[src/rtl/max_pool_pkg.sv]
// Shared types and constants for the max-pool sequencers.
package max_pool_pkg;

  typedef enum logic [2:0] {
    IDLE = 3'd0,
    RD   = 3'd1,
    CAP  = 3'd2,
    WR   = 3'd3,
    DONE = 3'd4
  } state_t;

  // Words are 4 bytes, so a word index becomes a byte address by shifting left 2.
  localparam int          BYTE_SHIFT = 2;
  localparam logic [3:0]  WE_ALL     = 4'hF;

  // Bit k holds the row (dy) / column (dx) offset of window tap k:
  // tap 0..3 -> (0,0) (0,1) (1,0) (1,1).
  localparam logic [3:0]  TAP_DY     = 4'b1100;
  localparam logic [3:0]  TAP_DX     = 4'b1010;

  // Counter width for a given bound, never narrower than one bit.
  function automatic int cnt_w(input int bound);
    return (bound > 1) ? $clog2(bound) : 1;
  endfunction

endpackage

[src/rtl/max_pool_1_ctrl_max4.sv]
// Registered signed running maximum: load takes the first sample,
// update keeps the larger of the stored value and the new sample.
module pool_max4 #(
  parameter int DATA_W = 32
) (
  input  logic              clk,
  input  logic              rst_n,
  input  logic              load,
  input  logic              update,
  input  logic [DATA_W-1:0] din,
  output logic [DATA_W-1:0] max_q
);

  // Running-max register; load wins over update.
  always_ff @(posedge clk or negedge rst_n) begin
    if (!rst_n) begin
      max_q <= '0;
    end else if (load) begin
      max_q <= din;
    end else if (update && ($signed(din) > $signed(max_q))) begin
      max_q <= din;
    end
  end

endmodule

[src/rtl/max_pool_1_ctrl.sv]
// Sequencer for the first 2x2/stride-2 max-pool stage: reads four source
// words per output pixel, writes their signed maximum to the pooled BRAM.
//
// state | meaning
// ------+-----------------------------------------------------------
// IDLE  | waiting for start; counters cleared when start is taken
// RD    | issue source read for the current tap (4 cycles)
// CAP   | fold in the last tap's read data
// WR    | write the window maximum to the pooled BRAM (1 cycle)
// DONE  | one-cycle done pulse, then back to IDLE
module max_pool_1_ctrl
  import max_pool_pkg::*;
#(
  parameter int          IN_W     = 28,
  parameter int          IN_H     = 28,
  parameter int          CHANNELS = 8,
  parameter int          DATA_W   = 32,
  parameter logic [31:0] SRC_BASE = 32'h0,
  parameter logic [31:0] DST_BASE = 32'h0
) (
  input  logic              clk,
  input  logic              rst_n,
  input  logic              start,
  output logic              busy,
  output logic              done,
  output logic [31:0]       src_addr,
  output logic              src_en,
  input  logic [DATA_W-1:0] src_dout,
  output logic [31:0]       dst_addr,
  output logic              dst_en,
  output logic [3:0]        dst_we,
  output logic [DATA_W-1:0] dst_din
);

  localparam int OW = IN_W / 2;
  localparam int OH = IN_H / 2;
  localparam int XW = cnt_w(OW);
  localparam int RW = cnt_w(OH);
  localparam int CW = cnt_w(CHANNELS);

  localparam logic [XW-1:0] X_LAST = XW'(OW - 1);
  localparam logic [RW-1:0] R_LAST = RW'(OH - 1);
  localparam logic [CW-1:0] C_LAST = CW'(CHANNELS - 1);

  state_t          state_q;
  state_t          state_d;
  logic [1:0]      tap_q;
  logic [XW-1:0]   x_q;
  logic [RW-1:0]   r_q;
  logic [CW-1:0]   c_q;
  logic            last_out;
  logic            max_load;
  logic            max_update;
  logic [DATA_W-1:0] max_q;
  logic [31:0]     src_index;
  logic [31:0]     dst_index;

  assign last_out = (c_q == C_LAST) && (r_q == R_LAST) && (x_q == X_LAST);

  // Read data lags src_en by one cycle: tap 1 sees tap 0's word (load),
  // taps 2..3 and CAP see taps 1..3 (compare-and-update).
  assign max_load   = (state_q == RD) && (tap_q == 2'd1);
  assign max_update = ((state_q == RD) && (tap_q[1] == 1'b1)) || (state_q == CAP);

  assign src_index = 32'(c_q) * 32'(IN_W * IN_H)
                   + (32'(r_q) * 32'd2 + 32'(TAP_DY[tap_q])) * 32'(IN_W)
                   + 32'(x_q) * 32'd2 + 32'(TAP_DX[tap_q]);
  assign dst_index = (32'(c_q) * 32'(OH) + 32'(r_q)) * 32'(OW) + 32'(x_q);

  pool_max4 #(.DATA_W(DATA_W)) u_max4 (
    .clk    (clk),
    .rst_n  (rst_n),
    .load   (max_load),
    .update (max_update),
    .din    (src_dout),
    .max_q  (max_q)
  );

  // State register.
  always_ff @(posedge clk or negedge rst_n) begin
    if (!rst_n) state_q <= IDLE;
    else        state_q <= state_d;
  end

  // Next-state logic; start is only looked at in IDLE.
  always_comb begin
    state_d = state_q;
    case (state_q)
      IDLE:    if (start) state_d = RD;
      RD:      if (tap_q == 2'd3) state_d = CAP;
      CAP:     state_d = WR;
      WR:      state_d = last_out ? DONE : RD;
      DONE:    state_d = IDLE;
      default: state_d = IDLE;
    endcase
  end

  // Tap and pixel counters: cleared on frame start, x fastest then r then c.
  always_ff @(posedge clk or negedge rst_n) begin
    if (!rst_n) begin
      tap_q <= '0;
      x_q   <= '0;
      r_q   <= '0;
      c_q   <= '0;
    end else begin
      case (state_q)
        IDLE: begin
          if (start) begin
            tap_q <= '0;
            x_q   <= '0;
            r_q   <= '0;
            c_q   <= '0;
          end
        end
        // 2-bit tap rolls 3 -> 0, ready for the next window.
        RD: tap_q <= tap_q + 2'd1;
        WR: begin
          if (!last_out) begin
            if (x_q == X_LAST) begin
              x_q <= '0;
              if (r_q == R_LAST) begin
                r_q <= '0;
                c_q <= c_q + CW'(1);
              end else begin
                r_q <= r_q + RW'(1);
              end
            end else begin
              x_q <= x_q + XW'(1);
            end
          end
        end
        default: ;
      endcase
    end
  end

  // Outputs decoded from state; everything idles at zero.
  always_comb begin
    busy     = 1'b0;
    done     = 1'b0;
    src_en   = 1'b0;
    src_addr = '0;
    dst_en   = 1'b0;
    dst_we   = '0;
    dst_addr = '0;
    dst_din  = '0;
    case (state_q)
      RD: begin
        busy     = 1'b1;
        src_en   = 1'b1;
        src_addr = SRC_BASE + (src_index << BYTE_SHIFT);
      end
      CAP: busy = 1'b1;
      WR: begin
        busy     = 1'b1;
        dst_en   = 1'b1;
        dst_we   = WE_ALL;
        dst_addr = DST_BASE + (dst_index << BYTE_SHIFT);
        dst_din  = max_q;
      end
      DONE: done = 1'b1;
      default: ;
    endcase
  end

endmodule

[config.mk]
export PLATFORM = sky130hd
export DESIGN_NAME = max_pool_1_ctrl
export DESIGN_NICKNAME = d
export VERILOG_FILES = /design/src/rtl/max_pool_pkg.sv /design/src/rtl/max_pool_1_ctrl_max4.sv /design/src/rtl/max_pool_1_ctrl.sv
export SDC_FILE = /design/constraint.sdc
export NUM_CORES = 1
export LEC_CHECK = 0
export BUFFER_PORTS_ARGS = -buffer_cell sky130_fd_sc_hd__buf_2
export CAP_MARGIN = 0
export CORE_ASPECT_RATIO = 0.5
export CORE_UTILIZATION = 31
export CTS_CLUSTER_DIAMETER = 40
export DETAILED_ROUTE_END_ITERATION = 8
export SKIP_LAST_GASP = 1
export SLEW_MARGIN = 0
export SYNTH_ARGS = -nofsm -noshare
export SYNTH_HDL_FRONTEND = slang
export SYNTH_SLANG_ARGS = --single-unit
[constraint.sdc]
create_clock -name clk -period 7.6 [get_ports clk]
set_input_delay 0.76 -clock clk [delete_from_list [all_inputs] [get_ports clk]]
set_output_delay 0.76 -clock clk [all_outputs]
set_load 0.01 [all_outputs]
# == Word-level counts from Yosys, hierarchy flattened ==
# Cells that the tools add are included.
# word_totals
output_inout_bits,104
word_cells,85
ff_bits,48
# classes
n_lt_le_gt_ge,2
n_mul,4
muxes,33
addsub,10
reduce_logical,16
n_eq_ne,14
# op_table
cell,n
$mux 32,3
$gt 32x32->1,1
$mux 4,7
$mux 3,7
$mux 18,1
$add 15x1->16,1
$pmux 4 s2,2
$add 14x5->15,1
$mux 15,1
$add 13x11->14,1
$add 12x4->13,1
$pmux 3 s4,1
$mul 8x3->11 const B,1
$mul 3x6->9 const B,1
$mul 6x3->9 const B,1
$add 4x1->4 const B,2
$add 7x4->8,1
$eq 4x4->1 const B,2
$ne 2x2->1 const B,4
$add 5x1->6,1
$eq 3x2->1 const B,2
$eq 3x3->1 const B,2
$mul 3x3->6 const B,1
$mux 1,6
20 further kinds,28

# == Logic depth before layout (Yosys ltp) ==
# Gate-level depths: netlist of the first run.
# depth
word_depth,8
depth_mapped,18

# == Modules after synthesis ==
# A second synthesis of the first run with hierarchy kept.
# hier_totals
hier_cells,595
hier_area_um2,5442.7
# by_module_without_submodules
mod,seq_area_each_um2,area_per_inst_um2,cells_per_inst,instances
max_pool_1_ctrl,400.4,3420.8,412,1
pool_max4,800.8,2021.9,183,1

# == Least setup slack after synthesis of the first run ==
# No wires, ideal clock.
# synth_path
path_type,reg-to-output
startpoint,register c_q[0]
endpoint,output port dst_addr[11]
required_ns,6.840
arrival_time_ns,4.509
path_stages_with_launch,17
n_path_buf,0
path_slack_ns,2.331
path_cell_list,dfrtp_1 -> fa_1 -> ha_1 -> inv_1 -> fa_1 -> inv_1 -> xnor2_1 -> inv_1 -> fa_1 -> inv_1 -> ha_1 -> a21oi_1 -> o21a_1 -> xor2_1 -> a2111o_1 -> or3_1 -> a21oi_1
# synth_via
elab_chain_cells,5
# synth_rtl
element,line,source
start: declaration,max_pool_1_ctrl.sv:50,logic [CW-1:0] c_q;
start signal: assignment,max_pool_1_ctrl.sv:123,c_q <= c_q + CW'(1);
$mul 3x3->6,max_pool_1_ctrl.sv:68,assign dst_index = (32'(c_q) * 32'(OH) + 32'(r_q)) * 32'(OW) + 32'(x_q);
$add 7x4->8,max_pool_1_ctrl.sv:68,
$mul 8x3->11,max_pool_1_ctrl.sv:68,
$add 12x4->13,max_pool_1_ctrl.sv:68,
$mux 15,max_pool_1_ctrl.sv:147,case (state_q)
end: declaration,max_pool_1_ctrl.sv:29,"output logic [31:0] dst_addr,"
# No other way between the ends.

# == Worst setup path after layout of the first run ==
# Ends and elaborated chain as after synthesis.

==> results by group, run 1 <==
Logic synthesis
  – Count of different cell masters after synthesis: 57
  – Syn Std Cell Area: roughly 0.0054 sq mm
  – Synth Register Bits: 48
  – Share of the synthesized area in the top cell type: 0.223
  – Post-synthesis sequential area ratio: 0.223
  – Synth area leaders: dfrtp_1, ha_1, mux2_4
  – Most used DFF post-synth: dfrtp_1
  – Syn Inst Count: 599
  – Area leader, netlist: dfrtp_1
  – Syn. warnings: 0
  – Post-synth top cells: ha_1, inv_1, nor2_1, dfrtp_1, buf_4
  – Asr flop ratio synth: 1.00
  – Most frequent cell after synthesis: ha_1
  – Post-synth EDFFs: 0
  – Synthesized area per cell: between 9 and 10 sq um

Routing
  – Initial drt markers: between 100 and 150
  – # DRC: 0
  – Vias/cell: ~4.6
  – Detailed Routing Iterations Pass 1: 5
  – Final WL: roughly 11 mm
  – Post-route ant nets: 0
  – WL/cell: 12.3 microns
  – Via count: ~4200

Finish
  – Post-layout net count: between 800 and 900
  – Final Util: 0.366
  – Fill cells: about 1700
  – Area delta synth->final: 13.3%
  – Finished Cell Area: 0.00611 sq mm
  – Layout cells sized above 1: 0.221
  – # diodes: 0

Hold path
  – Class of the worst hold path: reg2reg
  – Hold Startpoint: u_max4.max_q[6]
  – Worst Hold Depth: 1

Die
  – Die area: 0.0180 sq mm
  – Rows: 33
  – Core area: 0.0167 sq mm
  – Die Wd: approximately 190 microns
  – I/O pin total: between 100 and 150
  – Starting Density: 0.324
  – Die Y: roughly 95 microns

STA
  – Post-route minimum period: slightly below 6000 ps
  – Pin slew with the least headroom to its limit: about 950 ps
  – Relative slew slack: 0.367
  – Achievable clock frequency: ~0.17 GHz
  – RSZ-0062 raised after global routing: false
  – Setup TNS Final: 0 ps
  – Final setup fails: 0
  – Final Cycle Share: 0.777
  – Worst Clk Skew: 5.40 ps
  – Final count of hold timing violations: 0
  – Max-slew violation count: 0

CTS
  – Hold buffers post-CTS: 0
  – TritonCTS buffer count: 5
  – H-tree Lvls: 2
  – CTS tree: built
  – Clock Latency Late Sink: approximately 290 ps
  – Clock buffer depth: 2
  – Clock transition at path regs: around 70 ps
  – Setup Fix Bufs, Post-CTS: 0
  – Cts repair resizes: 0
  – Clk sinks: 48
  – CTS Root Buffer Type: clkbuf_16

Placement
  – Placer Congestion: ~0.76
  – Placement Cell Area: a little under 0.006 sq mm
  – DP HPWL: approximately 8.8 mm
  – Buffers on Ports: just over 100

Worst setup path
  – Critical path origin: c_q[0]
  – Critical path peak fanout: 7
  – Crit path capture: dst_addr[11]
  – R2r startpoint: u_max4.max_q[31]
  – Worst Setup End Kind: output pin
  – Setup Crit Path Kind: reg2out
  – Startpoint Class: flop
  – Worst Path Arrival: 5140 ps
  – Reg-to-reg setup timing slack: roughly 4600 ps
  – Reg2Reg Depth: 10
  – R2R Path End: u_max4.max_q[25]
  – CP required: ~6800 ps

GRT
  – Vias in the first global route: approximately 4100
  – Pin count of the biggest net entering global routing: 49
  – All-Layer GR Usage: 0.131
  – Initial antenna violation count: 0
  – First-pass GRT wire length: between 15 and 20 mm
  – Total grt overflow: 0

Run
  – Max cap viols: 0

Pwr
  – Leakage: around 3.4 nW
  – Peak supply drop: 0.133 mV
  – Power per cell area: 313 mW/mm^2

Status
  – Status: finished, final reports clean
## final cells by class
type                            instances  area [sq um]  share of cell area
Multi-Input combinational cell        456          3660               0.599
Sequential cell                        48          1200               0.196
Timing Repair Buffer                  103           520              0.0851
Inverter                               78           293              0.0479
Tap cell                              227           284              0.0465
Clock buffer                            7           153              0.0250
## per-layer routing
layer	share of wire	vias to the layer above	GRT usage
met5	0	-	0
met4	0.011	0	0.0309
met3	0.034	11	0.0202
met2	0.45	90	0.227
met1	0.50	1992	0.173
li1	-	2129	-
## cell usage in the layout, fill, tap and decap left out, drive strengths merged, types with 7 or more instances in the layout
| cell type | Yosys | final |
|---|---|---|
| a21oi | 31 | 31 |
| conb | 1 | 37 |
| o21ai | 31 | 31 |
| and3 | 8 | 8 |
| nor2b | 11 | 11 |
| ha | 83 | 83 |
| dfrtp | 48 | 48 |
| buf | 45 | 103 |
| inv | 77 | 77 |
| nand4 | 7 | 7 |
| nand2 | 35 | 35 |
| nor2 | 58 | 58 |
| nand3 | 8 | 8 |
| a21o | 11 | 11 |
| xor2 | 12 | 12 |
| xnor2 | 11 | 11 |
| fa | 18 | 18 |
| mux2 | 32 | 32 |
| nor3 | 8 | 8 |
| clkbuf | 8 | 7 |
## sequential cells by signal, indices dropped and copies added, names as in the netlist
register	count
c_q	3
r_q	4
state_q	3
tap_q	2
u_max4.max_q	32
x_q	4
## power by group
| group | internal (W) | switching (W) |
|---|---|---|
| Clock | 0.000139 | 0.0000994 |
| Sequential | 0.000372 | 0.0000999 |
| Combinational | 0.000575 | 0.000631 |
| Total | 0.00109 | 0.000830 |
## stage by stage
stage | total power, W | hold WS (ps) | instances | setup WS, ps
3_5_place_dp | 0.00169 | 492 | 912 | 2010
2_1_floorplan | 0.00143 | 464 | 635 | 2330
3_3_place_gp | 0.00168 | 490 | 912 | 2070
5_1_grt | 0.00213 | 529 | 919 | 1350
4_1_cts | 0.00195 | 511 | 919 | 1670
6_report | 0.00192 | 508 | 919 | 1700
## logic make-up after synthesis
family | Yosys count | synth area share
other | 1 | 0.000695
xor gates and xnor gates | 23 | 0.0373
AOI/OAI and AO/OA | 101 | 0.117
and+or+nand+nor | 160 | 0.148
buffers and inverters | 131 | 0.124
adders and majority gates | 101 | 0.259
muxes | 34 | 0.0913
DFF | 48 | 0.223
## critical path: stages (launching register included)
cell      delay [ps]
dfrtp_1          500
fa_1             580
ha_1             160
inv_1             50
fa_1             590
inv_1             80
xnor2_1          230
inv_1            130
fa_1             540
inv_1             40
ha_1             330
a21oi_1          270
o21a_1           200
xor2_1            70
a2111o_1         430
or3_1            360
a21oi_1          150
buf_2            160
## how the worst min path moves through the flow
stage,endpoint
after CTS,u_max4.max_q[6]
after global routing,u_max4.max_q[26]
after floorplan,c_q[0]
after detailed placement,u_max4.max_q[16]
after global placement,u_max4.max_q[31]
final,u_max4.max_q[6]
Power figures use the tool's default switching activity.
==> run 2, diff against run 1 <==
==> constraint.sdc (replaced) <==
create_clock -name clk -period 5.5 [get_ports clk]
set_input_delay 0.55 -clock clk [delete_from_list [all_inputs] [get_ports clk]]
set_output_delay 0.55 -clock clk [all_outputs]
set_load 0.01 [all_outputs]
==> results by group, run 2 (synthesis gave the netlist of run 1 again) <==
CTS
  – H-tree Lvls: 2 (unchanged)
  – CTS Root Buffer Type: clkbuf_16 (unchanged)
  – Hold buffers post-CTS: 0 (unchanged)
  – Clock transition at path regs: 70 ps (about the same)
  – Clk sinks: 48 (unchanged)
  – TritonCTS buffer count: 5 (unchanged)
  – Clock Latency Late Sink: 300 ps (was 290 ps)
  – Clock buffer depth: 2 (unchanged)
  – CTS tree: built (unchanged)

Finish
  – Fin cells: 929 (was 919)
  – Top Registers: u_max4.max_q (32), r_q (4), x_q (4) (unchanged)
  – Commonest non-fill, non-tap cell in the layout: buf_2 (unchanged)
  – Post-layout net count: 838 (was 828)
  – Most flops, register: u_max4.max_q (unchanged)
  – Finished Cell Area: 0.00637 sq mm (was 0.00611 sq mm)
  – Layout cells sized above 1: 0.266 (was 0.221)
  – Area delta synth->final: 18.0% (was 13.3%)
  – Max reg flops: 32 (unchanged)
  – Commonest cells after routing, fill and taps aside: buf_2, ha_1, inv_1 (unchanged)
  – # diodes: 0 (unchanged)

Worst setup path
  – Slowest stage delay, CP: 550 ps (was 590 ps)
  – Kind of cell adding the most delay to the critical path: adder cells (unchanged)
  – Startpoint Class: flop (unchanged)
  – CP Cell Sequence: fa_1 -> ha_2 -> ha_2 -> a21oi_4 -> xnor2_2 -> inv_2 -> buf_4 -> fa_1 -> inv_2 -> ha_4 -> o211ai_1 -> a21bo_2 -> a2111o_1 -> or3_1 -> a21oi_1 -> buf_2 (was fa_1 -> ha_1 -> inv_1 -> fa_1 -> inv_1 -> xnor2_1 -> inv_1 -> fa_1 -> inv_1 -> ha_1 -> a21oi_1 -> o21a_1 -> xor2_1 -> a2111o_1 -> or3_1 -> a21oi_1 -> buf_2)
  – Critical path peak fanout: 4 (was 7)
  – CP Depth: 16 (was 17)
  – Worst Path Arrival: 4760 ps (was 5140 ps)
  – CP max stage cell: fa_1 (unchanged)
  – CP required: 4950 ps (was 6840 ps)
  – Reg2Reg Depth: 10 (unchanged)
  – Worst path buffer plus inverter count: 4 (was 5)
  – Setup Crit Path Kind: reg2out (unchanged)
  – Worst Setup End Kind: output pin (unchanged)

GRT
  – First-pass GRT wire length: 19.4 mm (was 19.1 mm)
  – All-Layer GR Usage: 0.133 (was 0.131)
  – Vias in the first global route: 4111 (was 4091)
  – Initial antenna violation count: 0 (unchanged)
  – Total grt overflow: 0 (unchanged)
  – Pin count of the biggest net entering global routing: 49 (unchanged)

Pwr
  – Part of the power in the clock network: 0.147 (was 0.124)
  – Peak supply drop: 0.178 mV (was 0.133 mV)
  – Comb power frac: 0.614 (was 0.630)
  – Cell Int Power: 0.00158 W (was 0.00109 W)
  – Power per cell area: 431 mW/mm^2 (was 313 mW/mm^2)
  – Leakage: 3.54 nW (was 3.44 nW)
  – Net Sw Frac: 0.426 (was 0.433)
  – Seq pwr share: 0.238 (was 0.246)
  – Switching pwr: 0.00117 W (was 0.000830 W)

STA
  – Final count of hold timing violations: 0 (unchanged)
  – Final Cycle Share: 0.966
  – Achievable clock frequency: between 0.15 and 0.2 GHz
  – Final setup margin: 188 ps (was 1700 ps)
  – Setup TNS Final: 0 ps (unchanged)
  – Relative slew slack: 0.381 (was 0.367)
  – Max-slew violation count: 0 (unchanged)
  – Pin slew with the least headroom to its limit: 929 ps (was 949 ps)
  – Worst Clk Skew: 7.31 ps (was 5.40 ps)
  – Post-route minimum period: ~5300 ps
  – Final setup fails: 0 (unchanged)

Die
  – Core area: 0.0167 sq mm (unchanged)
  – Die area: 0.0180 sq mm (unchanged)
  – I/O pin total: 139 (unchanged)
  – Die Wd: 189 microns (unchanged)
  – Starting Density: 0.324 (unchanged)
  – Rows: 33 (unchanged)
  – Die Y: 95.3 microns (unchanged)

Routing
  – # DRC: 0 (unchanged)
  – WL/cell: 12.6 microns (was 12.3 microns)
  – Final WL: 11.7 mm (was 11.3 mm)
  – Initial drt markers: 136 (was 104)
  – Detailed Routing Iterations Pass 1: 4 (was 5)
  – Vias/cell: 4.59 (about the same)
  – Post-route ant nets: 0 (unchanged)
  – Via count: 4267 (was 4222)

Run
  – Max cap viols: 0 (unchanged)

Placement
  – Placement Cell Area: 0.00599 sq mm (was 0.00596 sq mm)
  – DP HPWL: 9.16 mm (was 8.82 mm)
  – Setup Slack @ Placement: 221 ps (was 2010 ps)
  – Placed cells: 916 (was 912)
  – Buffers on Ports: 101 (unchanged)
  – Placer Congestion: 0.757 (was 0.760)

Status
  – Status: finished, final reports clean (unchanged)

Hold path
  – Class of the worst hold path: in2async (was reg2reg)
## run 2: layer usage
layer / part of all wire / vias to the layer above / global-route usage
li1: - / 2145 / -
met1: 0.49 / 2034 / 0.171
met5: 0 / - / 0
met2: 0.47 / 80 / 0.238
met4: 0.0090 / 0 / 0.0296
met3: 0.031 / 8 / 0.0221
## run 2: what timing repair did
action | 4_1_cts | 5_1_grt
pin swaps | 1 | 15
resized for setup | 3 | 29
setup endpoints to repair | 4 | 4
buffers inserted | 1 | 5
## run 2: stage by stage
step	util	hold WS (ps)	power, W
CTS	0.372	403	0.00278
floorplan	-	254	0.00197
global route	0.382	438	0.00302
global placement	0.359	490	0.00232
finish	0.382	365	0.00275
detailed placement	0.359	492	0.00235
## run 2: area by class of cell
cell class / count / area (sq um)
clock inverter: 2 / 60.1
inverter: 78 / 293
multi-input combinational: 456 / 3800
fill: 1701 / 10300
sequential: 48 / 1200
tap: 227 / 284
timing repair buffer: 113 / 599
clock buffer: 5 / 125
## run 2: power by group through the flow
stage	combinational (W)	clock (W)	sequential, W
floorplan	0.00136	0	0.000614
global placement	0.00167	0	0.000650
detailed placement	0.00170	0	0.000659
CTS	0.00171	0.000413	0.000655
global route	0.00191	0.000425	0.000682
finish	0.00169	0.000404	0.000655
## run 2: worst paths after layout
check / start / end / slack (ps)
hold reg to reg: u_max4.max_q[31] / u_max4.max_q[31] / 510
min in group clk: src_dout[0] / u_max4.max_q[0] / 500
setup / recovery: c_q[1] / dst_addr[11] / 190
hold / removal: rst_n / c_q[0] / 360
setup reg to reg: u_max4.max_q[31] / u_max4.max_q[19] / 2310
max in group asynchronous: rst_n / u_max4.max_q[16] / 4650
## run 2: worst register-to-register path, stage by stage, from the launching register on
cell	delay, ps
dfrtp_1	340
inv_1	60
ha_1	320
nand4_1	190
nor4_2	270
a221oi_1	140
a21boi_0	280
nor3_2	90
o21ai_4	600
buf_4	450
mux2_4	340
==> run 3, diff against run 2 <==
--- a/config.mk
+++ b/config.mk
@@ -11,6 +11,7 @@
 export CORE_UTILIZATION = 31
 export CTS_CLUSTER_DIAMETER = 40
 export DETAILED_ROUTE_END_ITERATION = 8
+export GPL_ROUTABILITY_DRIVEN = 0
 export SKIP_LAST_GASP = 1
 export SLEW_MARGIN = 0
 export SYNTH_ARGS = -nofsm -noshare
==> constraint.sdc (replaced) <==
create_clock -name clk -period 5.5 [get_ports clk]
set_input_delay 0.275 -clock clk [delete_from_list [all_inputs] [get_ports clk]]
set_output_delay 0.275 -clock clk [all_outputs]
set_load 0.01 [all_outputs]
==> results by group, run 3 (synthesis gave the netlist of run 1 again) <==
CTS
  – H-tree Lvls: 2 (unchanged)
  – Clock Latency Late Sink: 290 ps (was 300 ps)
  – CTS Root Buffer Type: clkbuf_16 (unchanged)
  – Clk sinks: 48 (unchanged)
  – Clock buffer depth: 2 (unchanged)
  – CTS tree: built (unchanged)
  – TritonCTS buffer count: 5 (unchanged)
  – Clock transition at path regs: 70 ps (about the same)

GRT
  – Pin count of the biggest net entering global routing: 49 (unchanged)
  – Initial antenna violation count: 0 (unchanged)
  – First-pass GRT wire length: 19.2 mm (was 19.4 mm)
  – Total grt overflow: 0 (unchanged)
  – All-Layer GR Usage: 0.132 (was 0.133)
  – Vias in the first global route: 4096 (was 4111)

Finish
  – Layout cells sized above 1: 0.245 (was 0.266)
  – Area delta synth->final: 15.2% (was 18.0%)
  – Reg area: 0.00120 sq mm (about the same)
  – Max reg flops: 32 (unchanged)
  – Top Registers: u_max4.max_q (32), r_q (4), x_q (4) (unchanged)
  – Post-layout net count: 832 (was 838)
  – Commonest cells after routing, fill and taps aside: buf_2, ha_1, inv_1 (unchanged)
  – Fill cells: 1689 (was 1701)
  – Most flops, register: u_max4.max_q (unchanged)
  – Commonest non-fill, non-tap cell in the layout: buf_2 (unchanged)
  – Area of the multi-input gates: 0.00372 sq mm (was 0.00380 sq mm)
  – # diodes: 0 (unchanged)
  – Final Util: 0.373 (was 0.382)

Run
  – Max cap viols: 0 (unchanged)

Worst setup path
  – Worst path most repeated cell: inv_1
  – R2r startpoint: u_max4.max_q[14] (was u_max4.max_q[31])
  – Worst Setup End Kind: output pin (unchanged)
  – Setup Crit Path Kind: reg2out (unchanged)
  – R2R Path End: u_max4.max_q[20] (was u_max4.max_q[19])
  – Critical path peak fanout: 6 (was 4)
  – Slowest stage delay, CP: 610 ps (was 550 ps)
  – CP Cell Sequence: fa_1 -> ha_1 -> inv_1 -> fa_2 -> inv_1 -> xnor2_2 -> inv_2 -> fa_1 -> inv_1 -> ha_2 -> a211o_1 -> o211ai_1 -> nand3_1 -> a2111o_1 -> or3_1 -> a21oi_1 -> buf_2 (was fa_1 -> ha_2 -> ha_2 -> a21oi_4 -> xnor2_2 -> inv_2 -> buf_4 -> fa_1 -> inv_2 -> ha_4 -> o211ai_1 -> a21bo_2 -> a2111o_1 -> or3_1 -> a21oi_1 -> buf_2)
  – Startpoint Class: flop (unchanged)
  – Reg2Reg Depth: 10 (unchanged)
  – CP required: 5220 ps (was 4950 ps)
  – Reg-to-reg setup timing slack: 2270 ps (was 2310 ps)
  – Worst Path Arrival: 4980 ps (was 4760 ps)
  – CP max stage cell: fa_2 (was fa_1)

Placement
  – Setup Slack @ Placement: 351 ps (was 221 ps)
  – Buffers on Ports: 101 (unchanged)
  – DP HPWL: 9.02 mm (was 9.16 mm)

STA
  – Worst Clk Skew: 11.0 ps (was 7.31 ps)
  – Hold slack: 114 ps (was 365 ps)
  – Final setup margin: 246 ps (was 188 ps)
  – Max-slew violation count: 0 (unchanged)
  – Relative slew slack: 0.375 (was 0.381)
  – Post-route minimum period: 5250 ps (was 5310 ps)
  – RSZ-0062 raised after global routing: true
  – Achievable clock frequency: 0.190 GHz (was 0.188 GHz)
  – Final Cycle Share: 0.955 (was 0.966)
  – Pin slew with the least headroom to its limit: 937 ps (was 929 ps)
  – Setup TNS Final: 0 ps (unchanged)
  – Final setup fails: 0 (unchanged)
  – Final count of hold timing violations: 0 (unchanged)

Die
  – I/O pin total: 139 (unchanged)
  – Core area: 0.0167 sq mm (unchanged)
  – Die Y: 95.3 microns (unchanged)
  – Die area: 0.0180 sq mm (unchanged)
  – Die Wd: 189 microns (unchanged)
  – Rows: 33 (unchanged)
  – Starting Density: 0.324 (unchanged)

Routing
  – Via count: 4215 (was 4267)
  – Detailed Routing Iterations Pass 1: 4 (unchanged)
  – Vias/cell: 4.56 (was 4.59)
  – # DRC: 0 (unchanged)
  – Post-route ant nets: 0 (unchanged)
  – Final WL: 11.5 mm (was 11.7 mm)
  – Initial drt markers: 128 (was 136)
  – WL/cell: 12.5 microns (was 12.6 microns)

Pwr
  – Power per cell area: 432 mW/mm^2 (was 431 mW/mm^2)
  – Leakage: 3.50 nW (was 3.54 nW)
  – Peak supply drop: 0.212 mV (was 0.178 mV)
  – Total power draw: 0.00269 W (was 0.00275 W)

Status
  – Status: finished, final reports clean (unchanged)

Hold path
  – Class of the worst hold path: in2async (unchanged)
==> run 3: where the power goes <==
group	switching, W	internal, W	leakage (nW)
combinational	0.000872	0.000798	2.83
sequential	0.000139	0.000513	0.583
clock	0.000148	0.000217	0.0804
total	0.00116	0.00153	3.50
==> run 3: metal layers <==
layer / global-route usage / up-vias / routed length (microns)
met3: 0.0191 / 7 / 343
met5: 0 / - / 0
met2: 0.235 / 84 / 5350
met4: 0.0235 / 0 / 66
met1: 0.171 / 1985 / 5760
li1: - / 2139 / -
==> run 3: layout make-up <==
class / count / share of cell area
flip-flops and latches: 48 / 0.193
multi-input cells: 456 / 0.598
inverters: 78 / 0.0471
well taps: 227 / 0.0457
clock inverters: 3 / 0.00744
clock buffers: 5 / 0.0201
repair buffers: 107 / 0.0885
==> run 3: critical path: cells and delay by family (launching register included) <==
kind            cells  cell delay (ps)
compound gates      4             1040
xor+xnor            1              170
fa+ha+maj           5             2080
buf+inv             5              430
flops               1              460
simple gates        2              530
==> run 3: how the worst max path moves through the flow <==
stage / start / endpoint / slack [ps]
2_1_floorplan: c_q[0] / dst_addr[11] / 720
3_3_place_gp: c_q[0] / dst_addr[11] / 450
3_5_place_dp: c_q[0] / dst_addr[11] / 350
4_1_cts: c_q[0] / dst_addr[11] / 6
5_1_grt: c_q[0] / dst_addr[11] / -9
6_report: c_q[0] / dst_addr[11] / 250
==> run 3: metrics by stage <==
step                      cells  area [sq um]
after floorplan             635          5530
after global routing        924          6220
final                       924          6220
after CTS                   920          6130
after detailed placement    912          5960
after global placement      912          5960
==> run 3: repair_timing <==
| action | 4_1_cts | 5_1_grt |
|---|---|---|
| setup endpoints to repair | 0 | 4 |
| endpoints found under the hold margin | 0 | 0 |
| buffers inserted | 0 | 4 |
| hold buffers | 0 | 0 |
| resized for setup | 0 | 13 |
